==> src/rtl/shift_sequencer.sv <==
// Multi-cycle shift controller: retires up to two bits of shift amount per
// cycle through fixed shift-by-2 / shift-by-1 steps instead of a barrel shifter.
//
// state   | meaning
// IDLE    | waiting for a request, ready=1
// SHIFT   | applying 2-bit / 1-bit steps, busy=1
// DONE    | result valid for one cycle, done=1, ready=1
module shift_sequencer #(
  parameter  int WIDTH   = 32,
  localparam int SHAMT_W = $clog2(WIDTH)
) (
  input  logic               clk,
  input  logic               reset,
  input  logic               start,
  input  logic [1:0]         op,
  input  logic [WIDTH-1:0]   operand,
  input  logic [SHAMT_W-1:0] shamt,
  input  logic               flush,
  output logic               ready,
  output logic               busy,
  output logic               done,
  output logic [WIDTH-1:0]   result
);

  localparam logic [1:0] OP_SLL = 2'b00;
  localparam logic [1:0] OP_SRL = 2'b01;
  localparam logic [1:0] OP_SRA = 2'b10;
  localparam logic [1:0] OP_ROR = 2'b11;

  typedef enum logic [1:0] {
    S_IDLE  = 2'b00,
    S_SHIFT = 2'b01,
    S_DONE  = 2'b10
  } state_t;

  state_t             state_q, state_d;
  logic [WIDTH-1:0]   acc_q, acc_d;
  logic [SHAMT_W-1:0] rem_q, rem_d;
  logic [1:0]         op_q, op_d;

  logic               accept;
  logic               step2;
  logic [WIDTH-1:0]   acc_sh1, acc_sh2, acc_step;
  logic [SHAMT_W-1:0] rem_step;

  assign accept = start && !flush && (state_q == S_IDLE || state_q == S_DONE);

  always_ff @(posedge clk or posedge reset) begin
    if (reset) state_q <= S_IDLE;
    else       state_q <= state_d;
  end

  always_comb begin
    state_d = state_q;
    if (flush) begin
      state_d = S_IDLE;
    end else begin
      case (state_q)
        S_IDLE, S_DONE: begin
          if (accept) state_d = (shamt != '0) ? S_SHIFT : S_DONE;
          else        state_d = S_IDLE;
        end
        S_SHIFT: state_d = (rem_step == '0) ? S_DONE : S_SHIFT;
        default: state_d = S_IDLE;
      endcase
    end
  end

  always_comb begin
    ready = 1'b0;
    busy  = 1'b0;
    done  = 1'b0;
    case (state_q)
      S_IDLE:  ready = 1'b1;
      S_SHIFT: busy  = 1'b1;
      S_DONE: begin
        done  = 1'b1;
        ready = 1'b1;
      end
      default: ready = 1'b0;
    endcase
  end

  // Both step widths are built every cycle; remaining picks which one retires.
  always_comb begin
    acc_sh1 = acc_q;
    acc_sh2 = acc_q;
    case (op_q)
      OP_SLL: begin
        acc_sh1 = {acc_q[WIDTH-2:0], 1'b0};
        acc_sh2 = {acc_q[WIDTH-3:0], 2'b00};
      end
      OP_SRL: begin
        acc_sh1 = {1'b0, acc_q[WIDTH-1:1]};
        acc_sh2 = {2'b00, acc_q[WIDTH-1:2]};
      end
      OP_SRA: begin
        acc_sh1 = {acc_q[WIDTH-1], acc_q[WIDTH-1:1]};
        acc_sh2 = {{2{acc_q[WIDTH-1]}}, acc_q[WIDTH-1:2]};
      end
      OP_ROR: begin
        acc_sh1 = {acc_q[0], acc_q[WIDTH-1:1]};
        acc_sh2 = {acc_q[1:0], acc_q[WIDTH-1:2]};
      end
      default: begin
        acc_sh1 = acc_q;
        acc_sh2 = acc_q;
      end
    endcase
  end

  assign step2    = (rem_q >= SHAMT_W'(2));
  assign acc_step = step2 ? acc_sh2 : acc_sh1;
  assign rem_step = step2 ? (rem_q - SHAMT_W'(2)) : '0;

  always_comb begin
    acc_d = acc_q;
    rem_d = rem_q;
    op_d  = op_q;
    if (!flush) begin
      if (accept) begin
        acc_d = operand;
        rem_d = shamt;
        op_d  = op;
      end else if (state_q == S_SHIFT) begin
        acc_d = acc_step;
        rem_d = rem_step;
      end
    end
  end

  always_ff @(posedge clk or posedge reset) begin
    if (reset) begin
      acc_q <= '0;
      rem_q <= '0;
      op_q  <= OP_SLL;
    end else begin
      acc_q <= acc_d;
      rem_q <= rem_d;
      op_q  <= op_d;
    end
  end

  assign result = acc_q;

endmodule

==> config.mk <==
export PLATFORM = sky130hd
export DESIGN_NAME = shift_sequencer
export DESIGN_NICKNAME = d
export VERILOG_FILES = /design/src/rtl/shift_sequencer.sv
export SDC_FILE = /design/constraint.sdc
export NUM_CORES = 1
export LEC_CHECK = 0
export ABC_AREA = 1
export BUFFER_PORTS_ARGS = -buffer_cell sky130_fd_sc_hd__buf_2
export CAP_MARGIN = 20
export CORE_MARGIN = 8
export CORE_UTILIZATION = 54
export DETAILED_ROUTE_END_ITERATION = 6
export HOLD_SLACK_MARGIN = 0.03
export PLACE_DENSITY = 0.81
export SLEW_MARGIN = 20
export SYNTH_ARGS = -nofsm -noshare
export SYNTH_HDL_FRONTEND = slang
export SYNTH_SLANG_ARGS = --single-unit
==> constraint.sdc <==
create_clock -name clk -period 2.1 [get_ports clk]
set_input_delay 0.21 -clock clk [delete_from_list [all_inputs] [get_ports clk]]
set_output_delay 0.21 -clock clk [all_outputs]
set_load 0.03 [all_outputs]
# Word level (Yosys, flattened, before mapping)
# Index checks and enable logic that the tools add are counted.
[word_totals]
register_bits = 41
out_inout_bits = 35
wordCells = 43
[classes]
mux = 16
n_lt_le_gt_ge = 1
bitwise = 1
n_eq_ne = 6
n_reduce_logical = 13
n_addsub = 1
[ops]
columns = ["cell", "n"]
rows = [
  ["$pmux W32 S4", 2],
  ["$mux W32", 3],
  ["$mux W5", 3],
  ["$mux W2", 4],
  ["$eq A2 B2 Y1 const B", 3],
  ["$ge A5 B2 Y1 const B", 1],
  ["$logic_not A5 Y1", 1],
  ["$reduce_bool A5 Y1", 1],
  ["$sub A5 B2 Y5 const B", 1],
  ["$eq A2 B1 Y1 const B", 2],
  ["$logic_not A2 Y1", 2],
  ["$pmux W2 S2", 1],
  ["$reduce_and A2 Y1", 2],
  ["$mux W1", 3],
  ["$reduce_and A3 Y1", 1],
  ["$logic_and A1 B1 Y1", 2],
  ["$ne A2 B2 Y1 const B", 1],
  ["$reduce_bool A2 Y1", 1],
  ["$reduce_or A2 Y1", 1],
  ["$logic_not A1 Y1", 1],
  ["$logic_or A1 B1 Y1", 1],
  ["$not A1 Y1", 1],
]

# Depth between registers and ports, before layout
[logic_depth]
word_depth = 6
ltp_mapped = 12

# Least setup slack after synthesis
# No wires, ideal clock.
[synth_path]
path_kind = "register -> register"
start = "register rem_q[1]"
end = "register acc_q[17] (netlist: result[17])"
path_buffers = 2
arrival_time_ns = 1.371
path_slack_ns = 0.605
t_required_ns = 1.977
path_stages_with_launch = 12
cell_sequence = "dfrtp_1 inv_2 ha_1 nand2_1 nor2_1 nand2_2 inv_2 buf_6 buf_6 nand2_1 a21oi_1 o21ai_1"
[synth_between]
elab_chain_len = 4
[synth_lines]
columns = ["element", "line", "source"]
rows = [
  ["start: declaration", "38", "logic [SHAMT_W-1:0] rem_q, rem_d;"],
  ["start signal: assignment", "139", "rem_q <= rem_d;"],
  ["$ge A5 B2 Y1", "112", "assign step2 = (rem_q >= SHAMT_W'(2));"],
  ["$mux W32", "113", "assign acc_step = step2 ? acc_sh2 : acc_sh1;"],
  ["$mux W32", "125", "end else if (state_q == S_SHIFT) begin"],
  ["$mux W32", "121", "if (accept) begin"],
  ["end signal: assignment", "134", "acc_q <= '0;"],
  ["end signal: assignment", "138", "acc_q <= acc_d;"],
  ["end: declaration", "37", "logic [WIDTH-1:0] acc_q, acc_d;"],
]
# Every way passes these cells. The select of a mux whose other input is x is not followed.
# A chain may end at the register's enable or synchronous reset.

# Worst setup path after layout
[layout_path]
start = "register rem_q[1]"
end = "register acc_q[30] (netlist: result[30])"
# Same word-level chain as after synthesis.

==> run summary <==
==========================================================================================
Number of nets in the finished design                                                  603
Average footprint of a synthesized cell                                           6.03 µm²
Worst max-slew margin expressed relative to the limit                                0.334
Largest driver fanout on the critical path                                              29
Critical-path cell with the highest stage delay                               sky130_fd_sc_hd__dfrtp_1
Via count of the first global-routing pass                                            3488
Total Wirelength                                                                   8730 µm
EDFF count, synth                                                                        0
Count of endpoints failing setup in the final report                                     0
Number of cells produced by synthesis                                                  497
Most used DFF post-synth                                                      sky130_fd_sc_hd__dfrtp_1
Share of post-route cells with drive strength above 1                                0.184
Remaining routing DRC violations                                                         0
Starting DRC count in detailed routing                                                 209
Peak ir drop on the vdd network                                                 0.000730 V
GRT overflow                                                                             0
Synthesized flop and latch total                                                        41
Unrepaired setup endpoints after global routing                                      false
Maximum number of pins on one net before global-route repair                            51
Dominant cell by count in the synthesized netlist                             sky130_fd_sc_hd__nand2_1
Antenna fix cells                                                                        0
Number of nets still failing antenna checks after routing                                0
Transition time at the pin with the least slew margin                             0.998 ns
Commonest cells post-synth                                                    sky130_fd_sc_hd__nand2_1, sky130_fd_sc_hd__nor2_1, sky130_fd_sc_hd__a21oi_1, sky130_fd_sc_hd__dfrtp_1, sky130_fd_sc_hd__inv_1
Total via count in the routed design                                                  3430
HPWL after detailed placement                                                      6010 µm
Cells on worst reg2reg path                                                             10
Clk buf depth                                                                            2
Kind of start point of the critical path                                              flop
Sequential element share of the synthesized area                                     0.342
Global-route usage over all layers                                                   0.210
Post-Synthesis Net Count                                                               541
Power Total                                                                        5.41 mW
Family with the most delay on the worst path                                  buffers and inverters
Area Overhead vs Synth                                                               16.9%
Start-to-end type of the worst setup path                                          reg2reg
Buffer type at the clock tree root                                            sky130_fd_sc_hd__clkbuf_8
TritonCTS clock tree                                                                  done
Number of gates resized after cts                                                        0
Total buffers and inverters traversed by the critical path                               2
Crit Reg-Reg Startpoint                                                           rem_q[1]
Shortest period the worst path allows                                              1.82 ns
Max H-tree Level                                                                         2
Initial antenna violation count                                                          0
PwrDens                                                                        1540 nW/µm²
Number of iterations in the first detailed-routing pass                                  5
Global-route wire length before repair                                            14700 µm
Result of the run                                                             complete, no violations
CP cell instances                                                             inv_2, ha_1, nand2_1, nor2_1, nand2_2, inv_2, o21ai_0, nand2_1, nor2_1, o21ai_1
Pins over their slew limit                                                               0
Clk Latency, worst-skew pair                                                       0.30 ns
Chip height                                                                        90.5 µm
FILL cells                                                                             502
Leading area contributor after synthesis                                      sky130_fd_sc_hd__dfrtp_1
Path class of the lowest-slack min-delay path                                     in2async
WP depth                                                                                10
Element type at the critical path end                                                 flop
Setup slack of the most critical reg-to-reg path                                   0.28 ns
Synth warn                                                                               0
Count of input and output buffers                                                       77
Num Clock Sinks                                                                         41
Cts bufs inserted                                                                        5
Number of buffers inserted to repair setup after CTS                                     0
Die W                                                                              90.5 µm
Post-synthesis cell type count                                                          26
Starting density of the core                                                         0.551
Max Clock Freq                                                                   0.549 GHz
Hold violation total from the final report                                               0
Synthesized area                                                                  3000 µm²
Max-cap violations                                                                       0
Crit path DAT                                                                      2.06 ns
Fin crit share                                                                       0.867
Worst setup skew after layout                                                   0.00989 ns
Critical Path Source                                                              rem_q[1]
Setup total negative slack                                                            0 ns
Cell types with the largest area share after synthesis                        sky130_fd_sc_hd__dfrtp_1, sky130_fd_sc_hd__nand2_1, sky130_fd_sc_hd__nor2_1
Total die area                                                                    8190 µm²
Hold Slack                                                                       0.0297 ns
Final weighted congestion in routability-driven placement                            0.823
Leak Pwr                                                                           1.88 nW
Proportion of netlist area held by the largest area contributor                      0.342
Post-DR vias/cell                                                                     5.44
Drt wl/cell                                                                        13.8 µm
Total of hold buffers inserted after clock tree synthesis                                0
Required time of the worst setup path                                              2.33 ns
Standard-cell row count                                                                 27
Capture point of the critical path                                              result[30]
Number of placed I/O pins                                                               78
Worst stage delay on the critical path                                             0.38 ns
Worst reg2reg endpoint                                                          result[30]
Share of synthesized registers carrying an async set or reset                         1.00
Clock edge transition at the registers on the reported setup and hold paths        0.09 ns
Placeable core region                                                             5440 µm²
==========================================================================================
-- layer usage --
metal	part of all wire	track usage	vias to the layer above
met1	0.40	0.213	1596
li1	-	-	1696
met4	0.017	0.0860	0
met5	0	0	-
met3	0.055	0.0391	15
met2	0.53	0.404	123
-- cell usage in the layout, fill, tap and decap left out, types with 2 or more instances in the layout --
cell type,instances
sky130_fd_sc_hd__nand2_1,157
sky130_fd_sc_hd__nor2_1,81
sky130_fd_sc_hd__buf_2,77
sky130_fd_sc_hd__a21oi_1,53
sky130_fd_sc_hd__dfrtp_1,41
sky130_fd_sc_hd__inv_1,39
sky130_fd_sc_hd__o21ai_0,31
sky130_fd_sc_hd__o21ai_1,22
sky130_fd_sc_hd__nand3_1,21
sky130_fd_sc_hd__inv_2,6
sky130_fd_sc_hd__clkbuf_8,5
sky130_fd_sc_hd__buf_4,5
sky130_fd_sc_hd__nor2_2,3
sky130_fd_sc_hd__o22ai_1,3
sky130_fd_sc_hd__o211ai_1,2
sky130_fd_sc_hd__nor3_1,2
sky130_fd_sc_hd__buf_12,2
-- registers in the layout, summed over array words and instances (netlist names) --
signal   flops
op_q         2
rem_q        5
result      32
state_q      2
-- how the worst min path moves through the flow --
stage	slack (ns)	end
global route	0.1	result[19]
detailed placement	0.38	result[31]
global placement	0.37	state_q[1]
CTS	0.05	result[17]
finish	0.03	result[13]
floorplan	0.27	state_q[0]
-- power by group --
group          switching, mW  leakage, nW  total, mW  internal (mW)
clock                  0.293       0.0540      0.639          0.346
combinational           2.20         1.31       3.27           1.06
sequential             0.375        0.515       1.50           1.13
total                   2.87         1.88       5.41           2.53
-- layout make-up --
| class | count | area (µm²) | share of cell area |
|---|---|---|---|
| clock inverters | 2 | 35.0 | 0.0100 |
| repair buffers | 84 | 463 | 0.132 |
| well taps | 72 | 90.1 | 0.0257 |
| flip-flops and latches | 41 | 1030 | 0.293 |
| multi-input cells | 382 | 1650 | 0.471 |
| clock buffers | 5 | 68.8 | 0.0196 |
| inverters | 45 | 169 | 0.0482 |
-- worst register-to-register path, cell delays in order, from the launching register on --
cell,delay (ns)
sky130_fd_sc_hd__dfrtp_1,0.38
sky130_fd_sc_hd__inv_2,0.10
sky130_fd_sc_hd__ha_1,0.20
sky130_fd_sc_hd__nand2_1,0.08
sky130_fd_sc_hd__nor2_1,0.11
sky130_fd_sc_hd__nand2_2,0.07
sky130_fd_sc_hd__inv_2,0.38
sky130_fd_sc_hd__o21ai_0,0.19
sky130_fd_sc_hd__nand2_1,0.11
sky130_fd_sc_hd__nor2_1,0.04
sky130_fd_sc_hd__o21ai_1,0.11
-- cell families after synthesis --
kind of cell / count (synthesis) / share of synthesized area
and+or+nand+nor: 270 / 0.358
DFF: 41 / 0.342
buffers and inverters: 74 / 0.107
AOI/OAI and AO/OA: 111 / 0.188
adders and majority gates: 1 / 0.00417
-- stage by stage --
stage / worst slack (ns) / cell area (µm²) / cells / util
after global routing: 0.0934 / 3500 / 631 / 0.644
after detailed placement: 0.318 / 3400 / 624 / 0.625
after CTS: 0.309 / 3500 / 631 / 0.644
after floorplan: 0.605 / 3000 / 497 / -
after global placement: 0.384 / 3400 / 624 / 0.625
final: 0.278 / 3500 / 631 / 0.644
No activity file was read; power rests on OpenSTA's default activity.
